[src/rtl/cp0_unit.sv]
// cp0_unit -- Coprocessor-0 register file and exception/interrupt arbiter.
//
// Lives in the M stage. Holds SR, Cause, EPC and PRId, services mfc0/mtc0,
// clears EXL on eret, and raises one combinational request that flushes the
// pipeline and redirects the PC to the exception handler.
//
// Ports:
//   clk        in   1   system clock, all updates on the rising edge
//   reset      in   1   synchronous, active-high; clears SR, Cause, EPC
//   a1         in   5   mfc0 read register number
//   a2         in   5   mtc0 write register number
//   din        in  32   mtc0 write data
//   we         in   1   mtc0 write enable
//   pc_m       in  32   PC of the M-stage instruction
//   bd_m       in   1   M-stage instruction sits in a branch-delay slot
//   exc_code_m in   5   M-stage exception code, 0 = none
//   hw_int     in   6   hardware interrupt lines
//   exl_clr    in   1   eret in the M stage
//   dout       out 32   combinational read data for a1
//   epc_out    out 32   registered EPC
//   req        out  1   combinational exception/interrupt request
//
// There is no handshake: req is a single-cycle level that the pipeline acts
// on in the same cycle; the state change it causes lands on the next edge.
module cp0_unit #(
  parameter logic [31:0] PRID_VALUE = 32'h2024_0007
) (
  input  logic        clk,
  input  logic        reset,
  input  logic [4:0]  a1,
  input  logic [4:0]  a2,
  input  logic [31:0] din,
  input  logic        we,
  input  logic [31:0] pc_m,
  input  logic        bd_m,
  input  logic [4:0]  exc_code_m,
  input  logic [5:0]  hw_int,
  input  logic        exl_clr,
  output logic [31:0] dout,
  output logic [31:0] epc_out,
  output logic        req
);

  localparam logic [4:0] REG_SR    = 5'd12;
  localparam logic [4:0] REG_CAUSE = 5'd13;
  localparam logic [4:0] REG_EPC   = 5'd14;
  localparam logic [4:0] REG_PRID  = 5'd15;

  // SR fields
  logic [5:0]  im_q, im_d;
  logic        exl_q, exl_d;
  logic        ie_q, ie_d;
  // Cause fields
  logic        bd_q, bd_d;
  logic [5:0]  ip_q, ip_d;
  logic [4:0]  exc_code_q, exc_code_d;
  // EPC
  logic [31:0] epc_q, epc_d;

  logic        int_req;
  logic        exc_req;
  logic        sr_write;
  logic        epc_write;
  logic [31:0] sr_word;
  logic [31:0] cause_word;

  assign sr_word    = {16'b0, im_q, 8'b0, exl_q, ie_q};
  assign cause_word = {bd_q, 15'b0, ip_q, 3'b0, exc_code_q, 2'b0};

  // Requests use the live hw_int, not the registered IP copy.
  assign int_req = (|(hw_int & im_q)) & ie_q & ~exl_q;
  assign exc_req = (exc_code_m != 5'd0) & ~exl_q;
  assign req     = int_req | exc_req;

  // A taken request suppresses any mtc0 in the same cycle.
  assign sr_write  = we & ~req & (a2 == REG_SR);
  assign epc_write = we & ~req & (a2 == REG_EPC);

  assign epc_out = epc_q;

  // mfc0 read port: same-cycle mtc0 is not forwarded.
  always_comb begin
    dout = 32'd0;
    case (a1)
      REG_SR:    dout = sr_word;
      REG_CAUSE: dout = cause_word;
      REG_EPC:   dout = epc_q;
      REG_PRID:  dout = PRID_VALUE;
      default:   dout = 32'd0;
    endcase
  end

  always_comb begin
    im_d       = im_q;
    exl_d      = exl_q;
    ie_d       = ie_q;
    bd_d       = bd_q;
    ip_d       = hw_int;
    exc_code_d = exc_code_q;
    epc_d      = epc_q;

    if (req) begin
      exl_d      = 1'b1;
      bd_d       = bd_m;
      exc_code_d = int_req ? 5'd0 : exc_code_m;
      // Delay-slot faults restart at the branch; wrap-around is intended.
      epc_d      = bd_m ? (pc_m - 32'd4) : pc_m;
    end else begin
      if (sr_write) begin
        im_d  = din[15:10];
        exl_d = din[1];
        ie_d  = din[0];
      end
      if (epc_write) begin
        epc_d = din;
      end
      // eret wins over an mtc0 that tries to set EXL in the same cycle.
      if (exl_clr) begin
        exl_d = 1'b0;
      end
    end
  end

  always_ff @(posedge clk) begin
    if (reset) begin
      im_q       <= 6'd0;
      exl_q      <= 1'b0;
      ie_q       <= 1'b0;
      bd_q       <= 1'b0;
      ip_q       <= 6'd0;
      exc_code_q <= 5'd0;
      epc_q      <= 32'd0;
    end else begin
      im_q       <= im_d;
      exl_q      <= exl_d;
      ie_q       <= ie_d;
      bd_q       <= bd_d;
      ip_q       <= ip_d;
      exc_code_q <= exc_code_d;
      epc_q      <= epc_d;
    end
  end

endmodule

[config.mk]
export PLATFORM = sky130hd
export DESIGN_NAME = cp0_unit
export DESIGN_NICKNAME = d
export VERILOG_FILES = /design/src/rtl/cp0_unit.sv
export SDC_FILE = /design/constraint.sdc
export NUM_CORES = 1
export LEC_CHECK = 0
export BUFFER_PORTS_ARGS = -buffer_cell sky130_fd_sc_hd__buf_2
export CELL_PAD_IN_SITES_DETAIL_PLACEMENT = 1
export CELL_PAD_IN_SITES_GLOBAL_PLACEMENT = 1
export CORE_AREA = 3 3 79 138
export CTS_BUF_LIST = sky130_fd_sc_hd__clkbuf_2
export DETAILED_ROUTE_END_ITERATION = 10
export DIE_AREA = 0 0 82 141
export GPL_ROUTABILITY_DRIVEN = 1
export PLACE_DENSITY = 0.95
export SYNTH_ARGS = -nofsm -noshare
export SYNTH_HDL_FRONTEND = slang
export SYNTH_SLANG_ARGS = --single-unit
[constraint.sdc]
create_clock -name clk -period 3.1 [get_ports clk]
set_input_delay 0.465 -clock clk [delete_from_list [all_inputs] [get_ports clk]]
set_output_delay 0.465 -clock clk [all_outputs]
set_load 0.01 [all_outputs]
After elaboration in Yosys (flattened, before gate mapping)
Index checks and enable logic that the tools add are counted.
{ "op_classes": {"addsub": 1, "n_bitwise": 10, "div": 0, "eq_ne": 6, "magnitude_cmp": 0, "mux": 8, "reduce_logical": 5, "shifts": 0, "mul": 0} }
{ "ops": {"columns": ["op", "n"], "rows": [
  ["32-bit case mux with 4 select lines", 1],
  ["32-bit two-way mux", 3],
  ["32-bit by 3-bit subtractor with 32-bit output (second input constant)", 1],
  ["5-bit by 4-bit equality test with 1-bit output (second input constant)", 6],
  ["1-bit bitwise AND", 6],
  ["6-bit bitwise AND", 1],
  ["6-bit OR reduction", 1],
  ["5-bit two-way mux", 1],
  ["5-bit nonzero test", 1],
  ["1-bit two-way mux", 3],
  ["3-bit nonzero test", 1],
  ["1-bit NOT", 2],
  ["2-bit AND reduction", 1],
  ["2-bit nonzero test", 1],
  ["1-bit OR", 1]
]} }
{ "totals": {"regBits": 52, "out_inout_bits": 65, "mem_count": 0, "rom_bits": 0, "latch_bits": 0, "ramBits": 0, "inputBits": 90} }

Depth between registers and ports, before layout
Gate-level depths: netlist (run 1).
{ "depth": {"ltp_word": 11, "depth_mapped": 7, "depth_no_buf": 6} }

Worst setup path after synthesis (run 1)
OpenSTA, ideal clock, no wires.
{ "synth_path": {"path_kind": "input to output", "startpoint": "in hw_int[3]", "endpoint": "out req", "cell_stages": 5, "setup_slack_ns": 1.077, "arrival_ns": 1.558, "path_cell_list": "a22o_1 o311a_1 nor2_1 inv_1 clkbuf_1"} }
{ "synth_between": {"elab_chain_cells": 5} }
{ "synth_rtl": {"columns": ["element", "line", "rtl"], "rows": [
  ["start: declaration", "37", "input logic [5:0] hw_int,"],
  ["6-bit bitwise AND", "71", "assign int_req = (|(hw_int & im_q)) & ie_q & ~exl_q;"],
  ["6-bit OR reduction", "71", null],
  ["1-bit bitwise AND (2 in series)", "71", null],
  ["1-bit OR", "73", "assign req = int_req | exc_req;"],
  ["end: declaration", "41", "output logic req"]
]} }
Every way passes these cells.

Final worst setup path (run 1)
{ "layout_path": {"startpoint": "in a1[1]", "endpoint": "out dout[23]"} }
{ "layout_between": {"elab_chain_cells": 2} }
{ "layout_rtl": {"columns": ["element", "line", "rtl"], "rows": [
  ["start: declaration", "30", "input logic [4:0] a1,"],
  ["5-bit by 4-bit equality test with 1-bit output", "84", "case (a1)"],
  ["32-bit case mux with 4 select lines (*)", "84", null],
  ["end: declaration", "39", "output logic [31:0] dout,"]
]} }
Mark *: on every way between the ends. The rest lies on a longest branch, timed or not.

==> qor.yml, run 1 <==
floorplan:
  dieHeight_um: 141
  fp.dieArea_um2: 11600
  core_um2: 9850
  io-pin-count: 155
  start_util: 0.369
  rows: 48
  die_w_um: 82
worst_setup_path:
  end_kind: "output port"
  crit_fanout: 15
  start_kind: "primary input"
  worst_ep_required_time_ps: 2630
  cp.arrival_ps: 2250
  path_class: "primary input to output port"
clocking:
  cts.repair.resized: 0
  cts_buffers: 5
  numClockSinks: 52
  cts_tree: "yes"
  cts_hold_buf: 0
  post-cts-setup-buffers: 0
  cts_max_level: 2
  cts-root-buf: "clkbuf_2"
  clk_latency_ps: 440
  cts.clk_slew.worst_paths_ps: 240
  cts_buffer_depth: 2
placed_design:
  placed_cells_incl_taps: 714
  gp_congestion: 0.834
  io_buffers: 154
  dpl_cell_area_um2: 4510
  preCtsSetupSlack_ps: 376
  dp_hpwl_mm: 11.5
logic_synthesis:
  ys_top_cells_by_area: "dfxtp_1 (29%), a31oi_1 (6.7%), mux2i_1 (6.1%)"
  ys_types: 46
  syn-cell-area_um2: 3630
  avgSynthCellArea_um2: 7.80
  synthCells: 466
  yosysSeqAreaShare: 0.286
  yosysTopAreaCellShare: 0.286
  yosys_warnings: 0
  synth_fp_nets: 557
  async_flop_share: 0
  synth_area_leader_cell: "dfxtp_1"
  synth_seq_cells: 52
  yosys_most_used_dff: "dfxtp_1"
  synth-edff-count: 0
sta:
  max-slew-margin-rel: 0.149
  timing.final.crit_share: 0.875
  setup-violations-final: 0
  hold_ws_ps: 250
  finalCriticalPeriod_ps: 2710
  fin_ws_ps: 387
  slew_viol_final: 0
  finalHoldViolations: 0
  fin_skew_ps: 22.4
  rsz0062_at_grt: "no"
  tns_ps: 0
  tightest_slew_ps: 1270
  fmax_mhz: 369
global_routing:
  grt_pass1_vias: 4596
  antenna_found_initial: 1
  grt_max_degree: 51
  grt_use_total: 0.253
  grt_pass1_wl_mm: 22.8
  overflow: 0
cells_and_area:
  drive_gt1_frac: 0.315
  final_nets: 687
  syn_to_final_growth_pct: 25.2
  stdcell_count: 723
  final_common_cell: "buf_2"
  design_area_um2: 4550
  post-route-util: 0.462
  most-common-layout-cells: "buf_2 (154), dfxtp_1 (52), a31oi_1 (39)"
status:
  status: "completed"
power:
  p_leak_nw: 1.99
  total_power_mw: 1.46
  ir_drop_mv: 0.149
  powerDensity_nw_per_um2: 320
hold_path:
  min_path_type: "primary input to register"
drt:
  firstDrtPassIters: 4
  ant_nets: 0
  drt_wl_total_mm: 14.7
  routed_via_density: 6.08
  wl_per_cell_um: 20.3
  drc: 0
  vias: 4398
  drtIter0Drc: 341
job:
  maxCapViolations: 0
## flip-flops by register name (all words and copies together), names as in the netlist
name / flops
bd_q: 1
epc_out: 32
exc_code_q: 5
exl_q: 1
ie_q: 1
im_q: 6
ip_q: 6
## worst max-delay path, stage by stage
cell	delay (ps)
buf_2	200
nor2b_1	190
nor2b_1	1000
and2_1	250
buf_2	140
## final timing paths
kind | to | from | depth (start not counted) | slack, ps
worst max register to register | im_q[5]$_SDFFE_PP0P_ | exl_q$_SDFFE_PP0P_ | 5 | 820
worst min register to register | im_q[3]$_SDFFE_PP0P_ | im_q[3]$_SDFFE_PP0P_ | 2 | 510
worst max-delay path | dout[23] | a1[1] | 5 | 390
worst min-delay path | ip_q[3]$_SDFF_PP0_ | hw_int[3] | 2 | 250
## power breakdown
part           switching [mW]  leakage (nW)  total [mW]  internal (mW)
combinational           0.245          1.53       0.414          0.169
clock                   0.222        0.0266       0.278         0.0562
sequential             0.0444         0.431       0.766          0.721
## cells by family after synthesis
kind of cell               count (synthesis)  synth area share
AOI/OAI and AO/OA                        134             0.256
muxes                                     22            0.0606
xor gates and xnor gates                   9            0.0217
DFF                                       52             0.286
buffers and inverters                     74            0.0781
and+or+nand+nor                          174             0.294
adders and majority gates                  1           0.00344
## area by class of cell
| cell class | instances | area, um2 |
|---|---|---|
| clock buffers | 6 | 30.0 |
| repair buffers | 167 | 868 |
| clock inverters | 2 | 11.3 |
| flip-flops and latches | 52 | 1040 |
| multi-input cells | 340 | 2330 |
| well taps | 125 | 156 |
| diodes | 1 | 2.50 |
| fillers | 1308 | 5300 |
| inverters | 30 | 113 |
## routing by layer
| metal | routed length, um | vias up | GRT usage |
|---|---|---|---|
| met5 | 0 | - | 0 |
| met4 | 801 | 0 | 0.137 |
| met3 | 761 | 60 | 0.0326 |
| met2 | 7940 | 185 | 0.472 |
| met1 | 5170 | 2119 | 0.259 |
| li1 | - | 2034 | - |
## Yosys cell counts (2+ instances only)
| cell type | count |
|---|---|
| mux2i_1 | 22 |
| o31ai_1 | 11 |
| buf_2 | 5 |
| inv_1 | 30 |
| a21oi_1 | 17 |
| nor2b_1 | 9 |
| nand4_1 | 5 |
| a2111oi_0 | 2 |
| xor2_1 | 5 |
| nor2_1 | 30 |
| or4b_1 | 3 |
| nor3_1 | 8 |
| o21ai_0 | 9 |
| a211oi_1 | 21 |
| a31oi_1 | 39 |
| a22oi_1 | 5 |
| o41ai_1 | 18 |
| or3b_2 | 5 |
| and4_1 | 23 |
| xnor2_1 | 4 |
| nor4bb_1 | 2 |
| clkbuf_1 | 38 |
| or4_1 | 10 |
| nor4_1 | 12 |
| a22o_1 | 3 |
| o21a_1 | 3 |
| or2_2 | 2 |
| and2_1 | 16 |
| dfxtp_1 | 52 |
| nor3b_1 | 2 |
| nand3_1 | 6 |
| nand2_1 | 23 |
| or3_1 | 13 |
(Power assumes the default switching activity.)
==> run 2, diff against run 1 <==
==> constraint.sdc (replaced) <==
create_clock -name clk -period 3.1 [get_ports clk]
set_input_delay 0.465 -clock clk [delete_from_list [all_inputs] [get_ports clk]]
set_output_delay 0.465 -clock clk [all_outputs]
set_load 0.02 [all_outputs]
==> run 2 against run 1 <==
- combinational power increased by 8.5%
- total power increased by 8.3%
- final cell count increased by 0.14%
- cell area increased by 0.74%
- hold slack got worse by 14 ps
- critical path type is now register to output port
- register-to-register slack got worse by 20 ps
- non-clock buffer count increased by 1
- die area unchanged
- via count decreased by 0.32%
- first-iteration DRC count decreased by 40%
- count of clock-buffer cells in the layout decreased by 1
- critical path depth unchanged
==> qor.yml, run 2 (synthesis gave the netlist of run 1 again) <==
status:
  status: "completed"
floorplan:
  die_w_um: 82
  core_um2: 9850
  rows: 48
  start_util: 0.369
  io-pin-count: 155
  fp.dieArea_um2: 11600
  dieHeight_um: 141
drt:
  drt_wl_total_mm: 14.6
  wl_per_cell_um: 20.2
  drc: 0
  firstDrtPassIters: 4
  routed_via_density: 6.06
  drtIter0Drc: 206
  vias: 4384
  ant_nets: 0
cells_and_area:
  largest_reg_flops: 32
  syn_to_final_growth_pct: 26.1
  drive_gt1_frac: 0.318
  final_nets: 688
  final_common_cell: "buf_2"
  most-common-layout-cells: "buf_2 (154), dfxtp_1 (52), a31oi_1 (39)"
sta:
  finalCriticalPeriod_ps: 2740
  finalHoldViolations: 0
  rsz0062_at_grt: "no"
  fin_ws_ps: 360
  tns_ps: 0
  tightest_slew_ps: 1180
  max-slew-margin-rel: 0.209
  timing.final.crit_share: 0.884
  fmax_mhz: 365
  setup-violations-final: 0
  slew_viol_final: 0
  fin_skew_ps: 39.3
global_routing:
  grtUsageMet1: 0.260
  top_usage_layer: "met2"
  antenna_found_initial: 1
  grt_pass1_vias: 4515
  grt_pass1_wl_mm: 22.7
  grt_use_total: 0.252
  grt_max_degree: 50
  met2_usage: 0.471
  overflow: 0
  grt.met3_usage: 0.0275
clocking:
  cts.clk_slew.worst_paths_ps: 280
  cts.repair.resized: 0
  cts_hold_buf: 0
  cts_buffers: 5
  cts-root-buf: "clkbuf_2"
  clk_latency_ps: 460
  cts_max_level: 2
  post-cts-setup-buffers: 0
  numClockSinks: 52
  cts_tree: "yes"
  cts_buffer_depth: 2
worst_setup_path:
  critPathLaunch: "exl_q$_SDFFE_PP0P_"
  end_kind: "output port"
  start_kind: "register"
  r2r-start: "exl_q$_SDFFE_PP0P_"
  worst_ep_required_time_ps: 2630
  crit_fanout: 15
  path_class: "register to output port"
  cp.arrival_ps: 2270
placed_design:
  io_buffers: 154
  preCtsSetupSlack_ps: 328
  dp_hpwl_mm: 11.7
  gp_congestion: 0.836
power:
  ir_drop_mv: 0.139
  powerDensity_nw_per_um2: 344
  p_leak_nw: 2.00
hold_path:
  min_path_type: "primary input to register"
  worstHoldStart: "exl_clr"
job:
  maxCapViolations: 0
run 2: power breakdown:
group	internal, mW	total, mW	switching (mW)
Sequential	0.722	0.767	0.0451
Clock	0.134	0.362	0.228
Combinational	0.170	0.449	0.279
Total	1.03	1.58	0.552
run 2: path summary, 6_finish.rpt:
| path | end | slack (ps) | cells past startpoint |
|---|---|---|---|
| worst max-delay path | req | 360 | 5 |
| worst min-delay path | exl_q$_SDFFE_PP0P_ | 240 | 3 |
| worst max register to register | im_q[3]$_SDFFE_PP0P_ | 800 | 5 |
| worst min register to register | im_q[1]$_SDFFE_PP0P_ | 510 | 2 |
run 2: per-stage QoR:
step	hold slack [ps]	instances	area (um2)	power, mW	util
floorplan	447	466	3630	1.02	-
global placement	460	715	4510	1.20	0.458
detailed placement	481	715	4510	1.23	0.458
CTS	217	723	4580	1.59	0.465
global route	219	724	4580	1.66	0.465
finish	236	724	4580	1.58	0.465
run 2: final cells by class:
class | count | area, um2
Clock inverter | 3 | 42.5
Inverter | 30 | 113
Clock buffer | 5 | 25.0
Antenna cell | 1 | 2.50
Fill cell | 1301 | 5270
Timing Repair Buffer | 168 | 876
Tap cell | 125 | 156
Sequential cell | 52 | 1040
Multi-Input combinational cell | 340 | 2330
run 2: metal layers:
metal / share of wire / vias to the layer above
li1: - / 2039
met1: 0.35 / 2123
met2: 0.55 / 170
met3: 0.049 / 52
met4: 0.048 / 0
met5: 0 / -
run 2: critical path, stage by stage (launching register included):
cell	delay (ps)
dfxtp_1	500
a21oi_2	710
nor2_1	80
buf_4	220
inv_1	120
buf_2	190
==> run 3, diff against run 2 <==
--- a/config.mk
+++ b/config.mk
@@ -10,6 +10,7 @@
 export CELL_PAD_IN_SITES_GLOBAL_PLACEMENT = 1
 export CORE_AREA = 3 3 79 138
 export CTS_BUF_LIST = sky130_fd_sc_hd__clkbuf_2
+export CTS_CLUSTER_DIAMETER = 200
 export DETAILED_ROUTE_END_ITERATION = 10
 export DIE_AREA = 0 0 82 141
 export GPL_ROUTABILITY_DRIVEN = 1
==> constraint.sdc (replaced) <==
create_clock -name clk -period 3.2 [get_ports clk]
set_input_delay 0.48 -clock clk [delete_from_list [all_inputs] [get_ports clk]]
set_output_delay 0.48 -clock clk [all_outputs]
set_load 0.02 [all_outputs]
==> run 3 against run 2 <==
- hold slack better by 17 ps
- flip-flop and latch count stayed put
- die area stayed put
- critical path type is now primary input to output port
- clock skew is 4.6 ps lower
- cell area is 0.27% lower
- routed wire length down 0.64%
- non-clock buffer count shrank 1
- final cell count shrank 0.14%
- core utilization is 0.13 points lower
- global-route usage down 0.17 points
==> qor.yml, run 3 (synthesis gave the netlist of run 1 again) <==
status:
  status: "completed"
power:
  powerDensity_nw_per_um2: 333
  seqPwrFrac: 0.487
  switching_share: 0.350
  clockPowerShare: 0.229
  p_sw_mw: 0.533
  p_comb_frac: 0.284
  ir_drop_mv: 0.165
  p_leak_nw: 2.00
  internal_power_mw: 0.991
global_routing:
  grt_max_degree: 50
  overflow: 0
  grt_pass1_vias: 4544
  antenna_found_initial: 1
  grt_pass1_wl_mm: 22.6
  grt_use_total: 0.250
floorplan:
  dieHeight_um: 141
  start_util: 0.369
  rows: 48
  io-pin-count: 155
  core_um2: 9850
  fp.dieArea_um2: 11600
  die_w_um: 82
job:
  maxCapViolations: 0
worst_setup_path:
  path_class: "primary input to output port"
  worst_ep_required_time_ps: 2720
  cp.arrival_ps: 2310
  end_kind: "output port"
  start_kind: "primary input"
  crit_fanout: 15
placed_design:
  preCtsSetupSlack_ps: 418
  gp_congestion: 0.848
  io_buffers: 154
  dp_hpwl_mm: 11.3
  placed_cells_incl_taps: 714
  dpl_cell_area_um2: 4510
sta:
  finalCriticalPeriod_ps: 2790
  setup-violations-final: 0
  fin_ws_ps: 415
  max-slew-margin-rel: 0.187
  finalHoldViolations: 0
  timing.final.crit_share: 0.870
  tightest_slew_ps: 1220
  tns_ps: 0
  fmax_mhz: 359
  slew_viol_final: 0
  rsz0062_at_grt: "no"
  fin_skew_ps: 34.7
cells_and_area:
  final_nets: 687
  stdcell_count: 723
  syn_to_final_growth_pct: 25.8
  nFillCells: 1298
  drive_gt1_frac: 0.313
  largest_reg_flops: 32
  final_common_cell: "buf_2"
  most-common-layout-cells: "buf_2 (154), dfxtp_1 (52), a31oi_1 (39)"
  design_area_um2: 4570
drt:
  ant_nets: 0
  drc: 0
  drtIter0Drc: 230
  routed_via_density: 6.00
  firstDrtPassIters: 4
  vias: 4335
  drt_wl_total_mm: 14.6
  wl_per_cell_um: 20.1
clocking:
  clk_latency_ps: 460
  cts_buffer_depth: 2
  post-cts-setup-buffers: 0
  cts.repair.resized: 0
  cts_buffers: 5
  numClockSinks: 52
  cts_max_level: 2
  cts_tree: "yes"
  cts_hold_buf: 0
  cts.clk_slew.worst_paths_ps: 240
  cts-root-buf: "clkbuf_2"
hold_path:
  min_path_type: "primary input to register"
==> run 3: cell types whose count changed in the layout (fill, tap and decap cells not counted), sizes merged <==
cell	delta
clkinvlp	-1
buf	-1
clkinv	+1
==> run 3: final cells by class <==
type,count,area [um2],share of cell area
antenna,1,2.50,0.000547
inverter,30,113,0.0246
tap,125,156,0.0342
sequential,52,1040,0.228
timing repair buffer,167,868,0.190
clock buffer,5,25.0,0.00547
clock inverter,3,37.5,0.00821
multi-input combinational,340,2330,0.509
==> run 3: per-stage QoR <==
step	power (mW)	utilization	hold WS (ps)
6_report	1.52	0.464	253
2_1_floorplan	0.987	-	447
4_1_cts	1.53	0.464	232
3_3_place_gp	1.16	0.458	459
3_5_place_dp	1.18	0.458	479
5_1_grt	1.60	0.464	218
==> run 3: power groups by stage <==
stage               Sequential (mW)  Clock (mW)  Combinational [mW]
CTS                           0.741       0.355               0.432
finish                        0.742       0.349               0.432
detailed placement            0.753           0               0.430
global placement              0.749           0               0.412
global route                  0.748       0.380               0.472
floorplan                     0.784           0               0.203
==> run 3: layer usage <==
| metal | vias to the layer above | track usage | part of all wire |
|---|---|---|---|
| met5 | - | 0 | 0 |
| met1 | 2087 | 0.260 | 0.36 |
| li1 | 2044 | - | - |
| met4 | 0 | 0.136 | 0.048 |
| met2 | 156 | 0.463 | 0.55 |
| met3 | 48 | 0.0307 | 0.047 |
==> run 3: worst max-delay path, stage by stage <==
cell	delay, ps
buf_2	220
nor2b_1	190
nor2b_1	960
and2_1	260
buf_2	180
==> run 3: worst paths after layout <==
| kind | startpoint | to | slack, ps | depth (start not counted) |
|---|---|---|---|---|
| min | hw_int[3] | ip_q[3]$_SDFF_PP0_ | 250 | 2 |
| max | a1[1] | dout[8] | 410 | 5 |
| min reg2reg | im_q[4]$_SDFFE_PP0P_ | im_q[4]$_SDFFE_PP0P_ | 510 | 2 |
| max reg2reg | exl_q$_SDFFE_PP0P_ | epc_out[15]$_SDFFE_PP0P_ | 1080 | 7 |
